### src/rtl/sw_rr.sv
// ---------------------------------------------------------------------------
// sw_rr -- N-port input-buffered packet switch with per-output round-robin
//
// Each input owns a circular FIFO. The head packet of every non-empty FIFO
// requests the output named by its dest field. Each output runs its own
// round-robin arbiter and drives a registered valid/ready output stage.
// Packets with an out-of-range dest, or presented while their FIFO is full,
// are dropped and counted in a saturating per-input counter.
//
// Packet format: {dest[DEST_W-1:0], payload[DATA_W-1:0]}, dest in the MSBs.
//
// Ports:
//   clk        rising-edge clock
//   rst        synchronous active-high reset
//   in_valid   [NPORT]          per-input packet strobe
//   in_pkt     [NPORT*PKT_W]    input packets, port i at [i*PKT_W +: PKT_W]
//   in_full    [NPORT]          input FIFO holds DEPTH packets
//   out_valid  [NPORT]          output stage holds a packet
//   out_ready  [NPORT]          downstream accepts output j this cycle
//   out_pkt    [NPORT*PKT_W]    output packets, unmodified {dest, payload}
//   out_src    [NPORT*DEST_W]   input index that sourced out_pkt j
//   drop_cnt   [NPORT*CNT_W]    per-input saturating drop counters
// ---------------------------------------------------------------------------
module sw_rr #(
  parameter  int NPORT  = 4,
  parameter  int DATA_W = 8,
  parameter  int DEPTH  = 4,
  parameter  int CNT_W  = 8,
  localparam int DEST_W = (NPORT > 1) ? $clog2(NPORT) : 1,
  localparam int PKT_W  = DEST_W + DATA_W
) (
  input  logic                      clk,
  input  logic                      rst,
  input  logic [NPORT-1:0]          in_valid,
  input  logic [NPORT*PKT_W-1:0]    in_pkt,
  output logic [NPORT-1:0]          in_full,
  output logic [NPORT-1:0]          out_valid,
  input  logic [NPORT-1:0]          out_ready,
  output logic [NPORT*PKT_W-1:0]    out_pkt,
  output logic [NPORT*DEST_W-1:0]   out_src,
  output logic [NPORT*CNT_W-1:0]    drop_cnt
);

  localparam int             PTR_W    = $clog2(DEPTH);
  localparam logic [PTR_W:0] FULL_CNT = (PTR_W+1)'(DEPTH);

  // Input FIFO state
  logic [PKT_W-1:0]  mem     [NPORT][DEPTH];
  logic [PTR_W-1:0]  wr_ptr  [NPORT];
  logic [PTR_W-1:0]  rd_ptr  [NPORT];
  logic [PTR_W:0]    count   [NPORT];
  logic [CNT_W-1:0]  drops   [NPORT];

  // Per-input decode
  logic [PKT_W-1:0]  pkt_in    [NPORT];
  logic [PKT_W-1:0]  head      [NPORT];
  logic [DEST_W-1:0] head_dest [NPORT];
  logic [NPORT-1:0]  full_w;
  logic [NPORT-1:0]  push;
  logic [NPORT-1:0]  drop;
  logic [NPORT-1:0]  pop;

  // Arbitration: req[j][i] = input i wants output j
  logic [NPORT-1:0]  req     [NPORT];
  logic [NPORT-1:0]  free;
  logic [NPORT-1:0]  gnt_valid;
  logic [DEST_W-1:0] gnt_idx [NPORT];
  logic [DEST_W-1:0] rr_ptr  [NPORT];

  // Output stage registers
  logic [NPORT-1:0]  ovalid_q;
  logic [PKT_W-1:0]  opkt_q  [NPORT];
  logic [DEST_W-1:0] osrc_q  [NPORT];

  // -------------------------------------------------------------------------
  // Input side: unpack, full flag, accept/drop decision
  // -------------------------------------------------------------------------
  always_comb begin
    for (int i = 0; i < NPORT; i++) begin
      pkt_in[i]    = in_pkt[i*PKT_W +: PKT_W];
      head[i]      = mem[i][rd_ptr[i]];
      head_dest[i] = head[i][PKT_W-1 -: DEST_W];
      // Full is taken from the registered count, so a pop in the same cycle
      // never rescues a packet presented to a full FIFO.
      full_w[i]    = (count[i] == FULL_CNT);
      push[i]      = in_valid[i] && !full_w[i] &&
                     (int'(pkt_in[i][PKT_W-1 -: DEST_W]) < NPORT);
      drop[i]      = in_valid[i] && !push[i];
    end
  end

  assign in_full = full_w;

  // -------------------------------------------------------------------------
  // Request matrix, per-output round-robin arbitration, pop generation
  // -------------------------------------------------------------------------
  always_comb begin
    int                idx;
    logic [DEST_W-1:0] cand;
    // NOTE: every variable written here gets a default first so no path can
    // leave it unassigned and infer a latch.
    idx       = 0;
    cand      = '0;
    gnt_valid = '0;
    pop       = '0;
    free      = '0;
    for (int j = 0; j < NPORT; j++) begin
      gnt_idx[j] = '0;
      req[j]     = '0;
      for (int i = 0; i < NPORT; i++)
        req[j][i] = (count[i] != '0) && (int'(head_dest[i]) == j);
    end

    for (int j = 0; j < NPORT; j++) begin
      free[j] = !ovalid_q[j] || out_ready[j];
      if (free[j]) begin
        // Scan from rr_ptr upward, wrapping at NPORT; first requester wins.
        for (int k = 0; k < NPORT; k++) begin
          idx = int'(rr_ptr[j]) + k;
          if (idx >= NPORT) idx = idx - NPORT;
          cand = DEST_W'(idx);
          if (!gnt_valid[j] && req[j][cand]) begin
            gnt_valid[j] = 1'b1;
            gnt_idx[j]   = cand;
          end
        end
      end
    end

    // An input has a single head, so at most one output can grant it.
    for (int i = 0; i < NPORT; i++)
      for (int j = 0; j < NPORT; j++)
        if (gnt_valid[j] && int'(gnt_idx[j]) == i) pop[i] = 1'b1;
  end

  // -------------------------------------------------------------------------
  // FIFO storage
  // -------------------------------------------------------------------------
  // NOTE: the packet array is not reset; stale contents are unreachable once
  // the pointers and counts are cleared, so resetting it buys nothing.
  always_ff @(posedge clk) begin
    for (int i = 0; i < NPORT; i++)
      if (push[i]) mem[i][wr_ptr[i]] <= pkt_in[i];
  end

  // -------------------------------------------------------------------------
  // FIFO control, drop counters, output stages, round-robin pointers
  // -------------------------------------------------------------------------
  // NOTE: sequential state uses non-blocking assignments only, so every
  // register samples pre-edge values regardless of statement order.
  always_ff @(posedge clk) begin
    if (rst) begin
      ovalid_q <= '0;
      for (int i = 0; i < NPORT; i++) begin
        wr_ptr[i] <= '0;
        rd_ptr[i] <= '0;
        count[i]  <= '0;
        drops[i]  <= '0;
        opkt_q[i] <= '0;
        osrc_q[i] <= '0;
        rr_ptr[i] <= '0;
      end
    end else begin
      for (int i = 0; i < NPORT; i++) begin
        // DEPTH is a power of two, so pointer increments wrap naturally.
        if (push[i]) wr_ptr[i] <= wr_ptr[i] + 1'b1;
        if (pop[i])  rd_ptr[i] <= rd_ptr[i] + 1'b1;
        case ({push[i], pop[i]})
          2'b10:   count[i] <= count[i] + 1'b1;
          2'b01:   count[i] <= count[i] - 1'b1;
          default: count[i] <= count[i];
        endcase
        if (drop[i] && (drops[i] != '1)) drops[i] <= drops[i] + 1'b1;
      end

      for (int j = 0; j < NPORT; j++) begin
        if (gnt_valid[j]) begin
          ovalid_q[j] <= 1'b1;
          opkt_q[j]   <= head[gnt_idx[j]];
          osrc_q[j]   <= gnt_idx[j];
          rr_ptr[j]   <= (int'(gnt_idx[j]) == NPORT-1) ? '0 : gnt_idx[j] + 1'b1;
        end else if (free[j]) begin
          // Payload and source hold their last values; only valid drops.
          ovalid_q[j] <= 1'b0;
        end
      end
    end
  end

  // -------------------------------------------------------------------------
  // Flatten outputs
  // -------------------------------------------------------------------------
  assign out_valid = ovalid_q;

  always_comb begin
    out_pkt  = '0;
    out_src  = '0;
    drop_cnt = '0;
    for (int j = 0; j < NPORT; j++) begin
      out_pkt[j*PKT_W +: PKT_W]    = opkt_q[j];
      out_src[j*DEST_W +: DEST_W]  = osrc_q[j];
      drop_cnt[j*CNT_W +: CNT_W]   = drops[j];
    end
  end

endmodule

### config.mk
export PLATFORM = sky130hd
export DESIGN_NAME = sw_rr
export DESIGN_NICKNAME = d
export VERILOG_FILES = /design/src/rtl/sw_rr.sv
export SDC_FILE = /design/constraint.sdc
export NUM_CORES = 1
export LEC_CHECK = 0
export CAP_MARGIN = 30
export CORE_AREA = 8 8 207 209
export CTS_BUF_LIST = sky130_fd_sc_hd__clkbuf_8
export DETAILED_ROUTE_END_ITERATION = 16
export DIE_AREA = 0 0 215 217
export DONT_BUFFER_PORTS = 1
export GPL_TIMING_DRIVEN = 1
export SYNTH_ARGS = -nofsm -noshare
export SYNTH_HDL_FRONTEND = slang
export SYNTH_SLANG_ARGS = --single-unit
### constraint.sdc
create_clock -name clk -period 6.5 [get_ports clk]
set_input_delay 0.975 -clock clk [delete_from_list [all_inputs] [get_ports clk]]
set_output_delay 0.975 -clock clk [all_outputs]
set_load 0.005 [all_outputs]
======== Word-level counts from Yosys, hierarchy flattened ========
Memories as Yosys holds them, arrays and structs flattened.
Cells that the tools add are included.
word-level totals
  register bits after elaboration ......... 4
  RAM bits ................................ 276
  word-level logic and storage cells ...... 610
  memories ................................ 8
memories
  name         words  width  read ports  clocked after Yosys merged registers in  wr ports  line  source
  mem          4      40     4           0                                        4         48    logic [PKT_W-1:0] mem [NPORT][DEPTH];
  opkt_q       4      10     4           0                                        4         72    logic [PKT_W-1:0] opkt_q [NPORT];
  drops        4      8      4           0                                        4         52    logic [CNT_W-1:0] drops [NPORT];
  count        4      3      4           0                                        4         51    logic [PTR_W:0] count [NPORT];
  osrc_q       4      2      4           0                                        4         73    logic [DEST_W-1:0] osrc_q [NPORT];
  rd_ptr       4      2      4           0                                        4         50    logic [PTR_W-1:0] rd_ptr [NPORT];
  +2 memories  n/a    n/a    n/a         n/a                                      n/a       n/a
operators by class
  add/subtract/negate cells ............... 52
  order comparisons ....................... 48
  equality and inequality tests ........... 40
  mux-type cells .......................... 302
  bitwise logic cells ..................... 48
  reduce and logical (&&, ||, !) cells .... 108
operator list
  cell                 count
  $mux 10              24
  $bmux 10 s2          8
  $mux 40              4
  $mux 1               158
  $mux 2               72
  $demux 10 s2         4
  $ge 3x3->1 const B   24
  $logic_and 1x1->1    60
  $lt 2x3->1 const B   16
  $eq 2x2->1 const B   20
  $mux 3               12
  $not 2->3            12
  $or 1x1->1           36
  $add 8x1->8 const B  4
  $bmux 1 s2           16
  $mux 8               4
  $ne 8x8->1 const B   4
  $sub 2x1->2 const B  16
  $add 2x1->2 const B  12
  $add 2x2->3 const B  8
  $eq 2x1->1 const B   12
  $logic_not 1->1      24
  $logic_not 2->1      8
  $add 2x1->3 const B  4
  other kinds (9)      36

======== Longest topological paths before layout ========
An unclocked memory read counts as a cell.
  depth after elaboration ................. 36
  mapped depth ............................ 22
  mapped depth without buffers ............ 20

======== Worst setup path before layout ========
Ideal clock, no wire load.
  path kind ............................... flip-flop to flip-flop
  start point ............................. memory rd_ptr[0][1] in the netlist's numbering
  end point ............................... memory count[1][2] in the netlist's numbering (data pin)
  setup time .............................. 0.266 ns
  data arrival time ....................... 3.700 ns
  data required time ...................... 6.234 ns
  setup slack ............................. 2.534 ns
  cell stages (with the launch flop) ...... 22
  cells stage by stage .................... edfxtp_1 -> buf_2 -> buf_4 -> a21oi_1 -> a211o_1 -> mux2_2 -> o22ai_1 -> a21oi_1 -> buf_4 -> buf_2 -> and2_1 -> ha_1 -> a22o_1 -> a211oi_2 -> inv_1 -> ha_1 -> nand2b_1 -> fa_1 -> xor2_1 -> nor3_1 -> a21oi_1 -> nor2_1
RTL lines
  what                line
  start: declaration  50
  end: declaration    51

==> metrics.md <==
| Metric | Value |
|---|---|
| Initial antenna violation count | 1 |
| Fin Clk Skew | 0.0185 ns |
| Leakage power | 5.38 nW |
| Max-cap check violation count | 0 |
| IO Pins | 138 |
| Type of the worst setup path | reg -> reg |
| Reg2reg path depth | 18 |
| Buffer levels on the longest clock path | 3 |
| Final worst path period share | 75.1% |
| Final Hold Viols | 0 |
| DR WL/cell | 20.2 um |
| Hold Path Depth | 0 |
| Worst Max-Slew Pin Slew | 0.984 ns |
| PortBufs | 0 |
| P&R area growth vs syn | 10.4% |
| CTS tree | built |
| Nets | 1071 |
| Share of cells above drive strength 1 | 14.3% |
| Final min period | 4.88 ns |
| Hold_buf cts | 0 |
| Vias in the first global route | 7783 |
| # rows | 73 |
| CTS Root Cell | clkbuf_8 |
| Max_slew headroom | 34.4% |
| Maximum fanout along the worst path | 22 |
| Initial DRT Pass Iterations | 5 |
| Hold Path Sink | mem[1][7] |
| CTS sink cnt | 280 |
| Synth unique cells | 72 |
| Worst hold path class | in -> reg |
| ANT cells | 0 |
| Residual DRC | 0 |
| All-Layer GR Usage | 13.0% |
| Iteration-0 DRC Markers | 537 |
| Reg2reg end | count[0][2] |
| Die H | 217 um |
| #FFs+latches synth | 280 |
| Critical path endpoint category | flip-flop |
| RSZ-0062 raised after global routing | false |
| CP arrival | 5.25 ns |
| Initial Util | 34.5% |
| Mapped cell area | 13600 um^2 |
| Setup WS pre-CTS | 1.62 ns |
| FF-to-FF setup slack | 1.62 ns |
| Commonest non-fill, non-tap cell in the layout | edfxtp_1 |
| Register area share after synthesis | 61.4% |
| Synthesized area per cell | 14.3 um^2 |
| Synth area leaders | edfxtp_1 (61%), mux4_2 (5.8%), mux2i_1 (4.4%), ha_1 (4.3%), nor2_1 (1.8%) |
| Max VDD drop | 177 uV |
| Synth top area share | 60.8% |
| CP Cell Sequence | or3b_1 > o21a_1 > a31oi_1 > nor2_1 > a221oi_1 > and2_1 > inv_1 > ha_1 > and2_1 > a211oi_2 > inv_1 > ha_1 > nand2b_1 > fa_1 > xor2_1 > nor3_1 > a21oi_1 > nor2_1 |
| Hold Crit Start | in_pkt[17] |
| Cts repair resizes | 0 |
| Chip width | 215 um |
| WL final | 31.0 mm |
| Slew Limit Fails | 0 |
| Cts bufs inserted | 48 |
| Pin count of the biggest net entering global routing | 60 |
| Clock transition at path regs | 0.07 ns |
| Yosys warns | 0 |
| DR vias | 7733 |
| Post-synth top area cell | edfxtp_1 |
| Post-CTS Setup Inserts | 0 |
| Critical Path Source Type | flip-flop |
| Max H-tree Level | 2 |
| PD cells | 502 nW/um^2 |
| RePlAce Congestion | 0.830 |
| Post-Synthesis Cells | 950 |
| Skew-Pair Late Insertion Delay | 0.61 ns |
| Reg-to-Reg Start | rd_ptr[1][0] |
| Setup tns final | 0 ns |
| Final setup violating endpoints | 0 |
| GRT overflow | 0 |
| Top FF cell, synth | edfxtp_1 |
| CP max stage cell | edfxtp_1 |
| First-pass GRT wire length | 47.1 mm |
| Worst path max stage delay | 0.78 ns |
| Core area | 39500 um^2 |
| Power, Total | 7.56 mW |
| PnR worst setup slack | 1.62 ns |
| Status | finished clean |
| Asr flop ratio synth | 0% |
| Most frequent cells in the layout | edfxtp_1 (276), nor2_1 (67), inv_1 (61) |
| Vias/cell | 5.03 |
| Hpwl dp | 22.7 mm |
| Number of synthesized flops with an enable pin | 276 |
| Fmax | 0.205 GHz |
| Die ar. | 46700 um^2 |
| Post-DRT Antenna Nets | 0 |
| Required @ worst endpoint | 6.87 ns |
Yosys cell counts (4+ instances only):
master,n
buf_6,6
xnor2_1,12
edfxtp_1,276
a211oi_1,10
and2_1,30
nand2b_1,36
xor2_1,19
or2_1,6
clkbuf_1,16
a211oi_2,14
mux2_2,4
nor3_1,29
inv_1,47
mux4_2,35
o22ai_1,27
a211o_1,4
a21oi_1,11
nand3_1,18
and3_1,15
o21bai_1,4
nor3b_1,12
ha_1,47
buf_2,10
dfxtp_1,4
nand4_1,4
mux2i_1,60
o21ai_0,4
nor2_1,67
nand2_1,32
a22o_1,4
or2_2,10
nor2b_1,9
logic make-up (layout without fill, tap and decap cells):
kind of cell               after synthesis  in the layout  synth area share [%]
muxes                                  100            100                  10.6
other                                    1              4                0.0275
xor gates and xnor gates                31             31                  1.99
adders and majority gates               50             50                  4.75
DFF                                    280            280                  61.4
buffers and inverters                   86            144                  3.06
AOI/OAI and AO/OA                      110            110                  6.50
and+or+nand+nor                        292            292                  11.6
how the worst max path moves through the flow:
stage / startpoint / to / slack, ns / cells after the start
global route: rd_ptr[1][0] / count[2][2] / 1.16 / 18
floorplan: rd_ptr[0][1] / count[1][2] / 2.53 / 21
CTS: rd_ptr[1][0] / count[0][2] / 1.61 / 18
detailed placement: rd_ptr[1][0] / count[0][2] / 1.62 / 18
global placement: rd_ptr[1][0] / count[0][2] / 1.68 / 18
finish: rd_ptr[1][0] / count[0][2] / 1.62 / 18
metrics by stage:
| stage | cells | instance area (um^2) | utilization, % | hold WS, ns |
|---|---|---|---|---|
| after global routing | 1536 | 15000 | 38.1 | 0.410 |
| after detailed placement | 1446 | 14100 | 35.8 | 0.590 |
| after floorplan | 953 | 13600 | - | 0.514 |
| after CTS | 1536 | 15000 | 38.1 | 0.400 |
| final | 1536 | 15000 | 38.1 | 0.456 |
| after global placement | 1446 | 14100 | 35.8 | 0.588 |
power by group:
group / internal [mW] / switching (mW) / leakage [nW]
clock: 0.829 / 0.739 / 0.531
combinational: 1.24 / 1.82 / 2.11
sequential: 2.55 / 0.383 / 2.74
total: 4.62 / 2.94 / 5.38
routing by layer:
layer  vias to the layer above  routed length (um)  track usage, %
met5                         -                  13               0
met2                       202               14900            21.5
met1                      3810               13100            15.6
met4                         2                 854            5.72
met3                        54                2110            4.12
li1                       3665                   -               -
worst max-delay path, delay by kind of cell (launching register included):
| kind | cells | cell delay [ns] |
|---|---|---|
| buf+inv | 2 | 0.16 |
| fa+ha+maj | 3 | 0.61 |
| flops | 1 | 0.78 |
| xor+xnor | 1 | 0.19 |
| compound gates | 5 | 1.58 |
| simple gates | 7 | 1.32 |
layout make-up:
class,instances,area [um^2]
Multi-Input combinational cell,587,4870
Clock inverter,41,260
Sequential cell,280,8370
Timing Repair Buffer,5,37.5
Tap cell,525,657
Inverter,49,186
Fill cell,3776,24400
Clock buffer,49,674
state kept, by name (all words and copies together), names as in the netlist:
register,count
out_valid,4
rr_ptr,8
drops,32
mem,160
opkt_q,40
osrc_q,8
wr_ptr,8
rd_ptr,8
count,12
No activity file was read; power rests on OpenSTA's default activity.
